===== config.mk =====
export PLATFORM = sky130hd
export DESIGN_NAME = pipe_scroller
export DESIGN_NICKNAME = d
export VERILOG_FILES = /design/src/rtl/pipe_scroller.sv
export SDC_FILE = /design/constraint.sdc
export NUM_CORES = 1
export LEC_CHECK = 0
export CORE_MARGIN = 2
export CORE_UTILIZATION = 41
export CTS_CLUSTER_SIZE = 24
export DETAILED_ROUTE_END_ITERATION = 12
export PLACE_DENSITY = 0.71
export SLEW_MARGIN = 0
export SYNTH_ARGS = -nofsm -noshare
export SYNTH_HDL_FRONTEND = slang
export SYNTH_SLANG_ARGS = --single-unit

===== constraint.sdc =====
create_clock -name clk -period 2.1 [get_ports clk]
set_clock_uncertainty 0.15 [all_clocks]
set_input_delay 0.21 -clock clk [delete_from_list [all_inputs] [get_ports clk]]
set_output_delay 0.21 -clock clk [all_outputs]
set_load 0.05 [all_outputs]

===== src/rtl/pipe_scroller.sv =====
// Side-scrolling pipe field: pipes of PIPE_W columns separated by SPACING empty
// columns enter at the right edge on each tick, with a gap placed from the LFSR pattern.
module pipe_scroller #(
  parameter int ROWS     = 16,
  parameter int COLS     = 16,
  parameter int PIPE_W   = 2,
  parameter int SPACING  = 4,
  parameter int GAP_H    = 4,
  parameter int BIRD_COL = 3
) (
  input  logic                       clk,
  input  logic                       reset,
  input  logic [2:0]                 pattern,
  input  logic                       tick,
  input  logic                       start,
  input  logic                       halt,
  output logic [COLS-1:0][ROWS-1:0]  field,
  output logic                       score_pulse,
  output logic                       running
);

  localparam logic [1:0] IDLE   = 2'd0;
  localparam logic [1:0] SPACE  = 2'd1;
  localparam logic [1:0] PIPE   = 2'd2;
  localparam logic [1:0] FROZEN = 2'd3;

  localparam int CNT_MAX = (SPACING > PIPE_W) ? SPACING : PIPE_W;
  localparam int CNT_W   = $clog2(CNT_MAX + 1);

  logic [1:0]       state;
  logic [CNT_W-1:0] cnt;
  logic [3:0]       gap_base;

  logic             step;
  logic             last;
  logic [3:0]       next_base;
  logic [ROWS-1:0]  new_col;
  logic             cleared;

  // Solid column with GAP_H unlit rows starting at base.
  function automatic logic [ROWS-1:0] pipe_col(input logic [3:0] base);
    logic [ROWS-1:0] col;
    col = '0;
    for (int r = 0; r < ROWS; r++)
      col[r] = !((r >= int'(base)) && (r < int'(base) + GAP_H));
    return col;
  endfunction

  assign step      = (state == SPACE || state == PIPE) && tick && !halt;
  assign last      = (cnt == CNT_W'(1));
  assign next_base = {1'b0, pattern} + 4'd2;
  assign cleared   = (|field[BIRD_COL]) && !(|field[BIRD_COL+1]);
  assign running   = (state != IDLE);

  // The column entering on a step belongs to the state being entered: the
  // SPACE->PIPE step already emits the first pipe column, the PIPE->SPACE step
  // emits the first empty one, so each pipe is PIPE_W wide and each space SPACING.
  always_comb begin
    new_col = '0;
    if (state == SPACE && last)
      new_col = pipe_col(next_base);
    else if (state == PIPE && !last)
      new_col = pipe_col(gap_base);
  end

  always_ff @(posedge clk or negedge reset) begin
    if (!reset) begin
      state       <= IDLE;
      cnt         <= '0;
      gap_base    <= '0;
      field       <= '0;
      score_pulse <= 1'b0;
    end else begin
      score_pulse <= step && cleared;
      case (state)
        IDLE: begin
          if (start) begin
            state <= SPACE;
            cnt   <= CNT_W'(SPACING);
          end
        end
        SPACE, PIPE: begin
          if (halt) begin
            state <= FROZEN;
          end else if (tick) begin
            field <= {new_col, field[COLS-1:1]};
            if (!last) begin
              cnt <= cnt - CNT_W'(1);
            end else if (state == SPACE) begin
              state    <= PIPE;
              gap_base <= next_base;
              cnt      <= CNT_W'(PIPE_W);
            end else begin
              state <= SPACE;
              cnt   <= CNT_W'(SPACING);
            end
          end
        end
        default: ;
      endcase
    end
  end

endmodule

==> parameters.txt <==
Parameter                              Value

Finish
  Top library cells by usage in the layout, fill and taps aside ... sky130_fd_sc_hd__nand2_1 (742), sky130_fd_sc_hd__dfrtp_1 (266), sky130_fd_sc_hd__dlygate4sd2_1 (174), sky130_fd_sc_hd__dlymetal6s2s_1 (56), sky130_fd_sc_hd__buf_4 (38)
  Non-Filler Cell Area, Final ... 15100 sq um
  Final core utilization ... 0.578
  Nets@finish ... 1536
  Most common cell after layout, fill and taps aside ... sky130_fd_sc_hd__nand2_1
  Fill count ... 2333
  Syn-to-layout area delta ... 38.4%
  Fraction of final layout cells sized beyond drive strength 1 ... 0.0738
  Number of non-filler instances in the completed layout ... 1867
  Antenna diode count ... 0

Logic synthesis
  Main synth FF type ... sky130_fd_sc_hd__dfrtp_1
  Synth unique cells ... 51
  Share of flip-flops with an asynchronous set or reset after synthesis ... 1.00
  Synthesized area per cell ... 8.84 sq um
  Number of synthesis warnings ... 0
  Post-Synthesis Net Count ... 1256
  Register bit total from synthesis ... 266
  Sequential share of the synthesized area ... 0.612
  Gate count after technology mapping ... 1231
  Number of synthesized flops with an enable pin ... 0
  Cell area after synthesis ... 10900 sq um

Worst setup path
  Sort of element at the start of the critical path ... flip-flop
  Data arrival time of the worst path ... 1.70 ns
  Slowest cell delay on critical path ... 0.81 ns
  Slowest cell on crit path ... sky130_fd_sc_hd__clkdlybuf4s50_1
  Worst-path fanout max ... 3
  Category of the critical setup timing path ... reg2out
  Cells traversed along the worst timing path ... clkdlybuf4s50_1
  Element type at the critical path end ... output port
  Family of cells with the greatest summed delay on the critical path ... buffers and inverters
  Worst path bufs/invs ... 1
  CP required ... 1.74 ns

GRT
  GR Overflow Total ... 0
  First-pass GRT wire length ... 49400 um
  Vias in the first global route ... 8793
  Number of antenna violations at the first check in global routing ... 0
  Maximum number of pins on one net before global-route repair ... 66
  Gr usage total ... 0.218

Clocking
  Total clock buffers created by CTS ... 29
  Post-CTS setup-driven buffer insertion count ... 0
  Max Buffers Root-to-Sink ... 3
  Clock root buffer ... sky130_fd_sc_hd__clkbuf_16
  CTS sink cnt ... 266
  Clk slew on worst S/H paths ... 0.06 ns
  CTS tree ... yes
  Source-to-sink clock delay at the later pin of the worst-skew pair ... 0.53 ns
  Number of H-tree levels ... 1

STA
  Final critical delay including setup and external delays ... 2.06 ns
  Count of endpoints failing setup in the final report ... 0
  Number of max-slew violations in the final report ... 0
  Total Negative Setup Slacks ... 0 ns
  Highest Clock Rate ... 485 MHz
  Setup repair after global routing missed its margin ... yes
  Tightest Pin Transition ... 0.570 ns
  Relative slew margins ... 0.619
  Final Cycle Share ... 0.981
  Final hold viol count ... 0

Routing
  Number of vias per cell after detailed routing ... 4.91
  Count of TritonRoute iterations in the first routing pass ... 5
  Number of violations reported at the end of detailed-routing iteration 0 ... 900
  Post-detailed-route count of antenna-violating nets ... 0
  Post-detailed-routing wire length ... 30700 um
  Wire length per cell ... 16.5 um
  Drc violations ... 0
  Total vias in the final route ... 9167

Floorplan
  Std cell rows ... 59
  Die span in y ... 167 um
  Floorplan die area ... 27900 sq um
  Die X ... 167 um
  Top-Level Pins ... 266
  Initial core utilization ... 0.418
  Core area ... 26100 sq um

Pwr
  Worst VDD drop ... 1.01 mV
  Total design power ... 22.6 mW
  Total power density per cell area ... 1500 nW/um^2
  Leak ... 9.64 nW

Placement
  Number of placed cells counting well taps ... 1814
  HPWL Detailed ... 21700 um
  Cell Area, Placed ... 14100 sq um
  GP Congestion ... 0.892
  PortBufs ... 265

Run
  Maxcap violations ... 0

Hold path
  Worst min-delay path category ... in2async

Status
  Status ... complete, no violations
-- timing repair --
action / in CTS / in global routing
hold endpoints to repair: 266 / 0
hold buffers: 1 / 0
setup endpoints to repair: 174 / 57
resized for setup: 174 / 57
-- state kept, by name (all words and copies together), names as in the netlist --
signal / cells
state: 2
field: 256
score_pulse: 1
gap_base: 4
cnt: 3
-- final cells by class --
| cell class | instances | area, sq um | share of cell area |
|---|---|---|---|
| Clock buffer | 40 | 827 | 0.0549 |
| Sequential cell | 266 | 6660 | 0.442 |
| Clock inverter | 12 | 163 | 0.0108 |
| Inverter | 15 | 56.3 | 0.00374 |
| Tap cell | 335 | 419 | 0.0278 |
| Multi-Input combinational cell | 890 | 3860 | 0.257 |
| Timing Repair Buffer | 309 | 3070 | 0.204 |
-- worst register-to-register path, delay by kind of cell, from the launching register on --
family | cells | cell delay [ns]
DFF | 1 | 0.35
adders and majority gates | 1 | 0.36
buffers and inverters | 2 | 0.36
and+or+nand+nor | 1 | 0.38
AOI/OAI and AO/OA | 2 | 0.31
-- where the power goes --
part | leakage, nW | total [mW] | internal, mW | switching, mW
Sequential | 3.65 | 7.72 | 6.47 | 1.25
Combinational | 5.50 | 9.67 | 2.50 | 7.16
Clock | 0.490 | 5.22 | 3.22 | 2.00
Total | 9.64 | 22.6 | 12.2 | 10.4
-- worst paths after layout --
| kind | startpoint | end | slack [ns] | cells past startpoint |
|---|---|---|---|---|
| max | field[198]$_DFFE_PN0P_ | field[198] | 0.04 | 1 |
| min in group clk | halt | state[1]$_DFFE_PN0P_ | 0.32 | 3 |
| max in group asynchronous | reset | field[187]$_DFFE_PN0P_ | 1.02 | 3 |
| min | reset | field[26]$_DFFE_PN0P_ | 0.08 | 2 |
| min reg2reg | field[4]$_DFFE_PN0P_ | field[4]$_DFFE_PN0P_ | 0.32 | 2 |
| max reg2reg | state[0]$_DFFE_PN0P_ | field[253]$_DFFE_PN0P_ | 0.09 | 6 |
-- routing by layer --
layer  share of wire  global-route usage  vias up
met5               0                   0        -
met2            0.47               0.352      302
met3           0.061              0.0425       38
met4           0.020              0.0491        0
met1            0.45               0.307     4425
li1                -                   -     4402
-- cells by family after synthesis --
family / count (synthesis) / share of synthesized area
flops: 266 / 0.612
buf+inv: 75 / 0.0345
mux: 2 / 0.00184
compound gates: 78 / 0.0479
fa+ha+maj: 17 / 0.0195
simple gates: 793 / 0.285
-- per-stage QoR --
step | hold slack [ns] | worst slack [ns]
finish | 0.0822 | 0.0394
global route | 0.119 | -0.0312
CTS | 0.0898 | 0.000764
detailed placement | 0.0504 | -0.0308
global placement | 0.0555 | -0.00712
floorplan | -0.236 | 0.268
-- cell usage after synthesis, types with 2 or more instances --
cell	number	share of area
sky130_fd_sc_hd__nand2_1	742	0.26
sky130_fd_sc_hd__dfrtp_1	266	0.61
sky130_fd_sc_hd__buf_2	33	0.015
sky130_fd_sc_hd__a21oi_1	24	0.011
sky130_fd_sc_hd__o21ai_0	20	0.0092
sky130_fd_sc_hd__ha_1	17	0.020
sky130_fd_sc_hd__nor2_1	16	0.0055
sky130_fd_sc_hd__clkbuf_1	15	0.0052
sky130_fd_sc_hd__inv_1	15	0.0052
sky130_fd_sc_hd__nor4_1	8	0.0046
sky130_fd_sc_hd__a221o_1	6	0.0055
sky130_fd_sc_hd__buf_6	5	0.0052
sky130_fd_sc_hd__nor2b_1	5	0.0029
sky130_fd_sc_hd__buf_4	4	0.0028
sky130_fd_sc_hd__nand2b_1	4	0.0023
sky130_fd_sc_hd__a22oi_1	3	0.0021
sky130_fd_sc_hd__buf_1	3	0.0010
sky130_fd_sc_hd__a211o_1	2	0.0016
sky130_fd_sc_hd__a21boi_0	2	0.0014
sky130_fd_sc_hd__a311oi_1	2	0.0016
sky130_fd_sc_hd__and3b_1	2	0.0016
sky130_fd_sc_hd__mux2i_1	2	0.0018
sky130_fd_sc_hd__nand2_2	2	0.0011
sky130_fd_sc_hd__nand3_1	2	0.00092
sky130_fd_sc_hd__nand3b_1	2	0.0014
sky130_fd_sc_hd__nand3b_2	2	0.0021
sky130_fd_sc_hd__o22a_1	2	0.0016
sky130_fd_sc_hd__o2bb2ai_1	2	0.0016
Note: power is estimated with default switching activity, not from simulation.
